==> src/rtl/mem_arb_pkg.sv <==
// Shared definitions for the two-port memory arbiter.
//   PORT_CPU / PORT_IO : port index of each requester
//   tag_t              : per-access tag carried alongside the memory access
//   RD_LAT             : cycles from grant to rvalid
package mem_arb_pkg;

  localparam logic PORT_CPU = 1'b0;
  localparam logic PORT_IO  = 1'b1;
  localparam int   RD_LAT   = 2;

  typedef struct packed {
    logic valid;
    logic port;
    logic is_write;
  } tag_t;

  localparam tag_t TAG_NONE = '{valid: 1'b0, port: 1'b0, is_write: 1'b0};

endpackage

==> src/rtl/rr_picker.sv <==
// Two-way round-robin selection.
//   i_req  : request vector, bit N = port N
//   i_last : port granted most recently
//   o_gnt  : one-hot grant (all zero when nobody requests)
//   o_last : pointer value to register for the next cycle
module rr_picker
  import mem_arb_pkg::*;
(
  input  logic [1:0] i_req,
  input  logic       i_last,
  output logic [1:0] o_gnt,
  output logic       o_last
);

  always_comb begin
    o_gnt  = 2'b00;
    o_last = i_last;
    case (i_req)
      2'b01: begin
        o_gnt  = 2'b01;
        o_last = PORT_CPU;
      end
      2'b10: begin
        o_gnt  = 2'b10;
        o_last = PORT_IO;
      end
      2'b11: begin
        // tie: favour the port that did not win last time
        if (i_last == PORT_IO) begin
          o_gnt  = 2'b01;
          o_last = PORT_CPU;
        end else begin
          o_gnt  = 2'b10;
          o_last = PORT_IO;
        end
      end
      default: ;
    endcase
  end

endmodule

==> src/rtl/mem_arbiter.sv <==
// Round-robin arbiter sharing one synchronous single-port memory between the
// CPU (port 0) and an I/O / debug master (port 1).
//   clk, rst_n                 : clock, async active-low reset
//   reqN/weN/addrN/wdataN      : request side of port N
//   gntN                       : combinational grant for port N
//   rvalidN/rdataN             : read return for port N, RD_LAT after grant
//   mem_we/mem_addr/mem_data   : registered memory command
//   mem_out                    : registered read data from the memory
module mem_arbiter
  import mem_arb_pkg::*;
#(
  parameter int ADDR_WIDTH = 6,
  parameter int DATA_WIDTH = 16
) (
  input  logic                  clk,
  input  logic                  rst_n,
  input  logic                  req0,
  input  logic                  we0,
  input  logic [ADDR_WIDTH-1:0] addr0,
  input  logic [DATA_WIDTH-1:0] wdata0,
  input  logic                  req1,
  input  logic                  we1,
  input  logic [ADDR_WIDTH-1:0] addr1,
  input  logic [DATA_WIDTH-1:0] wdata1,
  output logic                  gnt0,
  output logic                  gnt1,
  output logic                  rvalid0,
  output logic [DATA_WIDTH-1:0] rdata0,
  output logic                  rvalid1,
  output logic [DATA_WIDTH-1:0] rdata1,
  output logic                  mem_we,
  output logic [ADDR_WIDTH-1:0] mem_addr,
  output logic [DATA_WIDTH-1:0] mem_data,
  input  logic [DATA_WIDTH-1:0] mem_out
);

  logic                  r_last;
  logic                  r_mem_we;
  logic [ADDR_WIDTH-1:0] r_mem_addr;
  logic [DATA_WIDTH-1:0] r_mem_data;
  tag_t                  r_tag [RD_LAT];

  logic [1:0]            w_gnt;
  logic                  w_last_nxt;
  logic                  w_any;
  logic                  w_sel_we;
  logic [ADDR_WIDTH-1:0] w_sel_addr;
  logic [DATA_WIDTH-1:0] w_sel_data;
  tag_t                  w_tag_in;
  tag_t                  w_tag_out;

  rr_picker u_picker (
    .i_req  ({req1, req0}),
    .i_last (r_last),
    .o_gnt  (w_gnt),
    .o_last (w_last_nxt)
  );

  assign w_any      = |w_gnt;
  assign w_sel_we   = w_gnt[1] ? we1    : we0;
  assign w_sel_addr = w_gnt[1] ? addr1  : addr0;
  assign w_sel_data = w_gnt[1] ? wdata1 : wdata0;
  assign w_tag_in   = '{valid: w_any, port: w_gnt[1], is_write: w_sel_we};

  always_ff @(posedge clk or negedge rst_n) begin
    if (!rst_n) begin
      r_last     <= PORT_IO;
      r_mem_we   <= 1'b0;
      r_mem_addr <= '0;
      r_mem_data <= '0;
      for (int i = 0; i < RD_LAT; i++) r_tag[i] <= TAG_NONE;
    end else begin
      r_last   <= w_last_nxt;
      // idle cycles issue a read of the held address, which is harmless
      r_mem_we <= w_any & w_sel_we;
      if (w_any) begin
        r_mem_addr <= w_sel_addr;
        r_mem_data <= w_sel_data;
      end
      r_tag[0] <= w_tag_in;
      for (int i = 1; i < RD_LAT; i++) r_tag[i] <= r_tag[i-1];
    end
  end

  assign w_tag_out = r_tag[RD_LAT-1];

  assign gnt0     = w_gnt[0];
  assign gnt1     = w_gnt[1];
  assign mem_we   = r_mem_we;
  assign mem_addr = r_mem_addr;
  assign mem_data = r_mem_data;
  assign rvalid0  = w_tag_out.valid & ~w_tag_out.is_write & (w_tag_out.port == PORT_CPU);
  assign rvalid1  = w_tag_out.valid & ~w_tag_out.is_write & (w_tag_out.port == PORT_IO);
  assign rdata0   = mem_out;
  assign rdata1   = mem_out;

endmodule

==> config.mk <==
export PLATFORM = sky130hd
export DESIGN_NAME = mem_arbiter
export DESIGN_NICKNAME = d
export VERILOG_FILES = /design/src/rtl/mem_arb_pkg.sv /design/src/rtl/rr_picker.sv /design/src/rtl/mem_arbiter.sv
export SDC_FILE = /design/constraint.sdc
export NUM_CORES = 1
export LEC_CHECK = 0
export ABC_AREA = 1
export CAP_MARGIN = 20
export CORE_MARGIN = 1.5
export CORE_UTILIZATION = 32
export CTS_CLUSTER_SIZE = 28
export DETAILED_ROUTE_END_ITERATION = 6
export MAX_ROUTING_LAYER = met4
export PLACE_DENSITY = 0.8
export SYNTH_ARGS = -nofsm -noshare
export SYNTH_HDL_FRONTEND = slang
export SYNTH_SLANG_ARGS = --single-unit
==> constraint.sdc <==
create_clock -name clk -period 1.32 [get_ports clk]
set_input_delay 0.132 -clock clk [delete_from_list [all_inputs] [get_ports clk]]
set_output_delay 0.132 -clock clk [all_outputs]
set_load 0.01 [all_outputs]
# Word-level counts from Yosys, hierarchy flattened
# Index checks and enable logic that the tools add are counted.
# word_totals
ff_bits	30
inputBits	66
out_inout_bits	59
wordCells	28
# op_classes
eq_ne	3
mux	7
n_bitwise	6
n_reduce_logical	2
# ops
cell	count
$mux 16	1
$mux 6	1
$pmux 2 s3	1
$and 1x1->1	4
$eq 2x2->1 const B	2
$pmux 1 s3	1
$reduce_bool 3->1	1
$eq 2x1->1 const B	1
$mux 1	2
$mux 2	1
$not 1->1	2
$reduce_or 2->1	1

# Longest topological paths before layout
# Gate-level depths: netlist (run 1).
# logic_depth
ltp_word	4
mapped_depth	5
depth_no_buf	5

# Hierarchy
# A second synthesis (run 1) with hierarchy kept.
# hier_totals
hier_cells	179
area_unflattened_um2	1536.5
# modules_own_cells
module	n_inst	cells_per_inst	area_each_um2	seq_area_each_um2
mem_arbiter	1	169	1497.7	752.0
rr_picker	1	10	38.8	0.0

# Worst setup path before layout (run 1)
# Ideal clock, no wire load.
# synth_path
kind	register to register
from	reg r_last
to	reg r_mem_addr[0], in the netlist mem_addr[0]
setup_time_ns	0.068
t_arrival_ns	1.070
t_required_ns	1.252
path_slack_ns	0.182
stages_incl_launch_ff	6
n_path_buf	1
period_less_slack_ns	1.138
path_cell_list	dfstp_2 inv_1 a21oi_4 buf_4 nand2_1 nand3_1
# synth_between
elab_chain_len	3
word_cells_on_any_way	4
# synth_lines
element	line_no	source
from (decl)	mem_arbiter.sv:37	logic r_last;
from (signal assigned)	mem_arbiter.sv:73	r_last <= w_last_nxt;
$mux 2	rr_picker.sv:29	if (i_last == PORT_IO) begin
$pmux 2 s3	rr_picker.sv:18	case (i_req)
named net gnt0	mem_arbiter.sv:25	output logic gnt0,
$reduce_or 2->1	mem_arbiter.sv:59	assign w_any = |w_gnt;
to (signal assigned)	mem_arbiter.sv:77	r_mem_addr <= w_sel_addr;
to (decl)	mem_arbiter.sv:39	logic [ADDR_WIDTH-1:0] r_mem_addr;
# The timed path passes the listed nets, and every way through them passes these cells.
# A chain may end at the register's enable or synchronous reset.

# Final worst setup path (run 1)
# layout_path
from	reg r_mem_addr[3], in the netlist mem_addr[3]
to	out mem_addr[3]
# layout_lines
element	line_no	source
to (decl)	mem_arbiter.sv:32	output logic [ADDR_WIDTH-1:0] mem_addr,
# No word-level cell between the ends.

==> metrics.yaml, run 1 <==
yosys:
  ys_seq_area_frac: 0.499
  synth_cells: 176
  ys_types: 14
  yosys_warnings: 0
  synth_flop_cell: "dfrtp_1"
  syn_area_sq_um: 1510
  synth_common_cells: "nand2_1, buf_4, dfrtp_1"
  synth_top_area_share: 0.482
  syn_nets: 242
  avgSynthCellArea_sq_um: 8.56
  synth-edff-count: 0
  synth_top_area_cell: "dfrtp_1"
  yosysMostFrequentCell: "nand2_1"
  synth.area.top_cells: "dfrtp_1, nand2_1, buf_4"
  ys_ff_latch: 30
  synth-async-reset-ratio: 1.00
critical_path:
  critical_path.startpoint_type: "flop"
  r2r_cells: 5
  endpoint_kind: "output pin"
  critPathTopFamily: "buffers and inverters"
  r2r-start: "r_last"
  slowest_stage: "clkdlybuf4s50_1"
  cpPeakStageDelay_ps: 550
  critPathLaunch: "mem_addr[3]"
  rrSetupSlack_ps: 100
  rr_endpoint: "mem_data[9]"
  crit_chain: "clkdlybuf4s50_1"
  worstSetupPathType: "flop to output pin"
  worstPathBufferInverterCount: 1
  arrival_ps: 1160
  cp_max_fo: 2
  worstPathRequired_ps: 1190
detailed_routing:
  via_per_inst: 4.52
  drc: 10
  routed_wl_mm: 3.38
  antenna_left: 0
  dr.first_iter.drc_count: 135
  first_pass_iters: 6
  routedWlPerCell_microns: 11.9
  vias: 1278
placed_design:
  hpwl_mm: 2.39
  placed_area_sq_um: 2140
  gp_congestion: 0.668
  portBuffers: 76
layout:
  antenna_cells: 0
  final_cell_area_sq_um: 2290
  area_growth_pct: 51.7
  final_layout_size_suffix_gt1_frac: 0.108
  nets: 296
global_route:
  grt_overflow: 0
  grt_max_degree: 31
  grt_antenna_before_repair: 0
  grt_pass1_wl_mm: 5.73
  track_usage: 0.149
  grt_pass1_vias: 1276
clock_network:
  clock_path_buffers: 2
  cts.reportedPaths.clkPinSlew_ps: 60
  root_buffer: "clkbuf_8"
  cts_hold_buf: 0
  cts_tree: "yes"
  cts_buffers: 5
  clk_latency_ps: 270
  htreeDepth: 2
  cts_sinks: 30
timing:
  setup_viol: 0
  hold_viol: 0
  fmax_ghz: 0.776
  period_share: 0.976
  rsz0062_at_grt: "false"
  max-slew-margin-rel: 0.830
  maxSlewViolCount: 0
  layout_min_cycle_time_ps: 1290
  tns_ps: 0
  skew_ps: 3.42
  worstMarginPinSlew_ps: 255
floorplan:
  fp.dieW_microns: 71.6
  die_h_microns: 71.6
  start_util: 0.339
  rows: 24
  io_pins: 125
  core_sq_um: 4440
  fp.dieArea_sq_um: 5130
outcome:
  status: "complete, but fails checks"
  failed_checks: "DRC"
run:
  drv_cap: 0
power:
  power_density_nw_per_um2: 1130
  ir_worst_vdd_mv: 0.615
  p_leak_nw: 1.22
min_path:
  hold_class: "input port to asynchronous set/reset pin"
flip-flops by register name (all words and copies together), names as in the netlist:
name,count
r_tag,6
mem_data,16
mem_addr,6
r_last,1
mem_we,1
per-stage QoR:
step	utilization	hold slack (ps)	setup slack (ps)	total power, mW	std cells
after floorplan	-	-164	182	1.38	176
after global placement	0.481	264	-240	1.69	275
after detailed placement	0.481	264	-262	1.70	275
after CTS	0.504	214	2.15	2.64	283
after global routing	0.514	235	1.20	2.74	283
final	0.514	210	31.4	2.58	283
layer usage:
| metal | vias to the layer above | wire [microns] | part of all wire | global-route usage |
|---|---|---|---|---|
| li1 | 619 | - | - | - |
| met1 | 587 | 1370 | 0.40 | 0.164 |
| met2 | 70 | 1600 | 0.47 | 0.241 |
| met3 | 2 | 400 | 0.12 | 0.0675 |
| met4 | 0 | 17 | 0.0050 | 0.0482 |
| met5 | - | 0 | 0 | - |
cell type report:
class	count	area, sq um
repair buffers	85	883
flip-flops and latches	30	752
multi-input cells	100	439
well taps	52	65.1
inverters	8	30.0
fillers	438	2160
clock buffers	7	86.3
clock inverters	1	30.0
report_power, final:
group	switching (mW)	internal [mW]
clock	0.326	0.615
combinational	0.241	0.334
sequential	0.0455	1.02
logic make-up (layout without fill, tap and decap cells):
kind of cell / count (synthesis) / after routing / share of synthesized area
and+or+nand+nor: 97 / 97 / 0.265
buffers and inverters: 46 / 101 / 0.211
DFF: 30 / 30 / 0.499
AOI/OAI and AO/OA: 3 / 3 / 0.0249
worst max-delay path by stage:
stage | to | cells past startpoint
floorplan | mem_addr[0] | 5
finish | mem_addr[3] | 1
global route | mem_addr[3] | 1
CTS | mem_data[9] | 1
global placement | gnt0 | 4
detailed placement | gnt0 | 4
what timing repair did:
action	4_1_cts	5_1_grt
gates resized for setup	13	23
setup buffers	0	0
pin swaps	0	0
hold endpoints to repair	0	0
setup endpoints to repair	7	27
placed cells by master (no fill, tap or decap), types with 2 or more instances in the layout:
cell,count
nand2_1,69
a21oi_4,2
buf_12,2
dfrtp_1,29
buf_4,6
dlymetal6s2s_1,18
inv_2,2
dlygate4sd2_1,3
clkbuf_8,6
buf_2,2
clkdlybuf4s50_1,51
nand3_1,24
inv_1,6
Note: power is estimated with default switching activity, not from simulation.
==> run 2, diff against run 1 <==
- ABC_AREA: 1 -> not set
- ABC_CLOCK_PERIOD_IN_PS: not set -> 1320
- CORE_UTILIZATION: 32 -> 36
==> run 2 against run 1 <==
Compared with the run above:
- the flow now finishes without violations
- clock skew is 1.2 ps higher
- first-iteration DRC count is 57% lower
- clock power is 10% lower
- final area is 17% higher
- critical path type unchanged
==> metrics.yaml, run 2 <==
detailed_routing:
  vias: 1453
  via_per_inst: 4.94
  drc: 0
  antenna_left: 0
  dr.first_iter.drc_count: 58
  routedWlPerCell_microns: 14.3
  routed_wl_mm: 4.20
  first_pass_iters: 4
critical_path:
  cpPeakStageDelay_ps: 540
  endpoint_kind: "output pin"
  slowest_stage: "clkdlybuf4s50_1"
  critical_path.startpoint_type: "flop"
  crit_chain: "clkdlybuf4s50_1"
  cp_max_fo: 2
  worstPathRequired_ps: 1190
  arrival_ps: 1160
  worstPathBufferInverterCount: 1
  critPathTopFamily: "buffers and inverters"
  worstSetupPathType: "flop to output pin"
clock_network:
  cts.reportedPaths.clkPinSlew_ps: 60
  clk_latency_ps: 280
  root_buffer: "clkbuf_8"
  clock_path_buffers: 2
  cts_buffers: 5
  cts_sinks: 30
  htreeDepth: 2
  cts_tree: "yes"
placed_design:
  place_inst: 285
  portBuffers: 76
  placed_area_sq_um: 2490
  gp_congestion: 0.769
  hpwl_mm: 2.90
timing:
  layout_min_cycle_time_ps: 1290
  holdWs_ps: 221
  hold_viol: 0
  max-slew-margin-rel: 0.727
  skew_ps: 4.59
  tns_ps: 0
  fmax_ghz: 0.777
  rsz0062_at_grt: "true"
  setup_viol: 0
  maxSlewViolCount: 0
  worstMarginPinSlew_ps: 409
  period_share: 0.976
floorplan:
  io_pins: 125
  rows: 26
  die_h_microns: 75.9
  fp.dieW_microns: 75.9
  core_sq_um: 5110
  start_util: 0.374
  fp.dieArea_sq_um: 5760
power:
  ir_worst_vdd_mv: 0.453
  p_leak_nw: 1.13
  power_density_nw_per_um2: 1050
  power_frac_clock: 0.302
  cell_internal_pwr_mw: 2.05
  p_sw_frac: 0.269
  p_sw_mw: 0.753
  p_seq_frac: 0.391
  combinationalPowerShare: 0.307
layout:
  final_common_cell: "clkdlybuf4s50_1"
  layout_common_cells: "clkdlybuf4s50_1, dfrtp_1, o21ai_0"
  multi_input_area_sq_um: 821
  fillers: 469
  finalNonFillerCells: 294
  final_cell_area_sq_um: 2680
  regArea_sq_um: 752
  antenna_cells: 0
  final_layout_size_suffix_gt1_frac: 0.254
  largest_reg_flops: 16
  area_growth_pct: 40.2
  fin_util: 0.525
  nets: 289
yosys:
  avgSynthCellArea_sq_um: 10.9
  synth_top_area_cell: "dfrtp_1"
  synth_flop_cell: "dfrtp_1"
  synth_top_area_share: 0.380
  syn_nets: 241
  yosysMostFrequentCell: "buf_4"
  synth-async-reset-ratio: 1.00
  ys_types: 24
  synth.area.top_cells: "dfrtp_1, o32ai_2, buf_4"
  synth_common_cells: "buf_4, dfrtp_1, o21ai_0"
  ys_seq_area_frac: 0.393
  synth_cells: 175
  ys_ff_latch: 30
  yosys_warnings: 0
  synth-edff-count: 0
  syn_area_sq_um: 1910
global_route:
  track_usage: 0.152
  grt_pass1_vias: 1405
  grt_max_degree: 43
  grt_overflow: 0
  grt_antenna_before_repair: 0
  grt_pass1_wl_mm: 6.33
min_path:
  hold_class: "input port to asynchronous set/reset pin"
outcome:
  status: "complete, no violations"
run:
  drv_cap: 0
==> run 2: cell count changes after synthesis, moves of 5 or more <==
cell / delta
o32ai_2: +19
o21ai_0: +22
a21oi_1: +15
nand3_1: -24
buf_2: +5
nand2b_1: +21
nand2_1: -69
inv_1: -7
a21oi_2: +6
==> run 2: final timing paths <==
path / slack [ps] / end / startpoint / cells past startpoint
setup / recovery: 30 / mem_data[3] / mem_data[3] / 1
max in group asynchronous: 860 / r_last / rst_n / 2
setup reg to reg: 60 / r_tag[3] / r_last / 4
hold / removal: 220 / mem_we / rst_n / 2
hold reg to reg: 350 / r_tag[2] / r_tag[5] / 0
min in group clk: 260 / rdata0[0] / mem_out[0] / 0
==> run 2: cell type report <==
class,instances,share of cell area
Clock buffer,8,0.0411
Inverter,1,0.00140
Multi-Input combinational cell,97,0.306
Sequential cell,30,0.281
Tap cell,70,0.0327
Timing Repair Buffer,88,0.338
==> run 2: what timing repair did <==
| action | in CTS | in global routing |
|---|---|---|
| gates resized for setup | 12 | 26 |
| pin swaps | 0 | 0 |
| buffers inserted | 1 | 0 |
| setup endpoints to repair | 6 | 42 |
| hold buffers | 0 | 0 |
==> run 2: kinds of logic after synthesis <==
logic type             synth area share
AND/OR/NAND/NOR                  0.0936
buffers and inverters             0.190
AO/OA/AOI/OAI                     0.317
multiplexers                    0.00589
flip-flops                        0.393
==> run 2: power by group through the flow <==
stage                     Sequential [mW]  Combinational [mW]  Clock, mW
final                                1.10               0.859      0.847
after global routing                 1.11               0.934      0.923
after CTS                            1.10               0.869      0.881
after detailed placement             1.11               0.865          0
after global placement               1.11               0.843          0
after floorplan                      1.14               0.498          0
==> run 2: through the flow <==
step                      power [mW]  worst slack (ps)
after global placement          1.95              -215
after detailed placement        1.97              -274
after global routing            2.96             -26.4
after floorplan                 1.64              24.0
after CTS                       2.85              1.18
final                           2.80              32.2
==> run 2: routing by layer <==
metal	GRT usage	vias to the layer above	share of wire
li1	-	691	-
met1	0.167	703	0.40
met2	0.265	54	0.52
met3	0.0437	5	0.066
met4	0.0476	0	0.0091
met5	-	-	0
==> run 2: worst reg2reg max path, stage by stage, from the launching register on <==
cell and delay, ps:
dfstp_2 570, buf_6 120, a21boi_4 50, buf_4 150, mux2_2 260
==> run 3, diff against run 2 <==
- SKIP_LAST_GASP: not set -> 1
- TNS_END_PERCENT: not set -> 20
==> run 3 against run 2 <==
Compared with the run above:
- the run now ends with setup timing left
- clock power barely moved
- critical path type is now flop to flop
- combinational power rose by 2%
- count of clock-buffer cells in the layout unchanged
- routed wire length decreased by 3.1%
- critical endpoint is now r_tag[3]
- non-clock buffer count increased by 2
- clock skew down 1.1 ps
- final area down 2.0%
- highest routed layer unchanged
- global-route usage about the same
- die area is the same
- cell count rose by 0.68%
==> metrics.yaml, run 3 (synthesis results as in run 2) <==
power:
  p_leak_nw: 1.01
  power_density_nw_per_um2: 1070
  ir_worst_vdd_mv: 0.465
  power_mw: 2.81
layout:
  antenna_cells: 0
  final_layout_size_suffix_gt1_frac: 0.248
  nets: 291
  regArea_sq_um: 752
  multi_input_area_sq_um: 796
  final_common_cell: "clkdlybuf4s50_1"
  largest_reg_flops: 16
  area_growth_pct: 37.4
  finalNonFillerCells: 296
  layout_common_cells: "clkdlybuf4s50_1, dfrtp_1, o21ai_0"
  fillers: 483
clock_network:
  cts_hold_buf: 0
  cts_tree: "yes"
  htreeDepth: 2
  cts_sinks: 30
  cts.reportedPaths.clkPinSlew_ps: 60
  clock_path_buffers: 2
  cts_buffers: 5
  root_buffer: "clkbuf_8"
  clk_latency_ps: 270
critical_path:
  critPathTopFamily: "flip-flops"
  rrSetupSlack_ps: -40
  endpoint_kind: "flop"
  cpPeakStageDelay_ps: 380
  cp_max_fo: 3
  worstPathBufferInverterCount: 3
  crit_chain: "buf_4 > buf_6 > a21boi_2 > buf_4 > mux2_2"
  worstPathRequired_ps: 1480
  critical_path.startpoint_type: "flop"
  slowest_stage: "dfstp_2"
  cpMostUsedCell: "buf_4"
  worstSetupPathType: "flop to flop"
  arrival_ps: 1520
timing:
  period_share: 1.03
  max-slew-margin-rel: 0.730
  skew_ps: 3.44
  rsz0062_at_grt: "true"
  setup_viol: 2
  worstMarginPinSlew_ps: 406
  hold_viol: 0
  timing.final.ws_setup_ps: -39.9
  tns_ps: -72.6
  maxSlewViolCount: 0
  holdWs_ps: 220
  layout_min_cycle_time_ps: 1360
  fmax_ghz: 0.735
placed_design:
  gp_congestion: 0.769
  place_inst: 285
  hpwl_mm: 2.90
  portBuffers: 76
outcome:
  status: "complete, but fails checks"
  failed_checks: "setup timing"
global_route:
  grt_pass1_vias: 1400
  track_usage: 0.152
  grt_antenna_before_repair: 0
  grt_overflow: 0
  grt_max_degree: 43
  grt_pass1_wl_mm: 6.31
detailed_routing:
  dr_wl_met2_mm: 2.05
  wl_met3_microns: 262
  via_per_inst: 4.89
  drc: 0
  antenna_left: 0
  dr.first_iter.drc_count: 32
  routed_wl_mm: 4.07
  first_pass_iters: 4
  top_layer: "met4"
  routedWlPerCell_microns: 13.7
  vias: 1447
  met1_length_mm: 1.72
floorplan:
  die_h_microns: 75.9
  io_pins: 125
  fp.dieW_microns: 75.9
  fp.dieArea_sq_um: 5760
  start_util: 0.374
  rows: 26
  core_sq_um: 5110
min_path:
  hold_class: "input port to asynchronous set/reset pin"
run:
  drv_cap: 0
run 3: cell count changes in the layout (fill, tap and decap cells not counted), moves of 2 or more:
cell             delta
buf_4               +2
clkbuf_2            +2
clkdlybuf4s50_1    +16
dlymetal6s2s_1     -15
o32ai_1             +2
o32ai_2             -2
run 3: layout make-up:
type,instances,area share
inverters,1,0.00143
flip-flops and latches,30,0.286
clock buffers,8,0.0419
repair buffers,90,0.334
well taps,70,0.0333
multi-input cells,97,0.303
run 3: worst paths after layout:
kind / end / start / cells past startpoint
min in group clk: rdata0[0] / mem_out[0] / 0
worst min-delay path: mem_we / rst_n / 2
worst min register to register: r_tag[2] / r_tag[5] / 0
worst max register to register: r_tag[3] / r_last / 5
worst max-delay path: r_tag[3] / r_last / 5
max in group asynchronous: r_last / rst_n / 2
run 3: worst register-to-register path, stage by stage (launching register included):
cell	delay [ps]
dfstp_2	380
buf_4	130
buf_6	110
a21boi_2	160
buf_4	140
mux2_2	320
run 3: routing by layer:
layer,vias to the layer above,GRT usage
met2,53,0.264
li1,697,-
met1,692,0.167
met4,0,0.0476
met3,5,0.0437
met5,-,-
run 3: power by group:
part | switching [mW] | total [mW] | leakage (nW) | internal [mW]
clock network | 0.319 | 0.845 | 0.0575 | 0.526
logic | 0.366 | 0.873 | 0.615 | 0.508
registers | 0.0588 | 1.09 | 0.341 | 1.04
total | 0.744 | 2.81 | 1.01 | 2.07
run 3: metrics by stage:
stage / instance area (sq um) / setup slack, ps / utilization
finish: 2630 / -39.9 / 0.514
global route: 2630 / -91.4 / 0.514
CTS: 2600 / -223 / 0.509
detailed placement: 2490 / -274 / 0.488
global placement: 2490 / -215 / 0.488
floorplan: 1910 / 24.0 / -
run 3: repair_timing:
item,4_1_cts,5_1_grt
setup endpoints to repair,6,44
gates resized for setup,3,11
buffers inserted,0,3
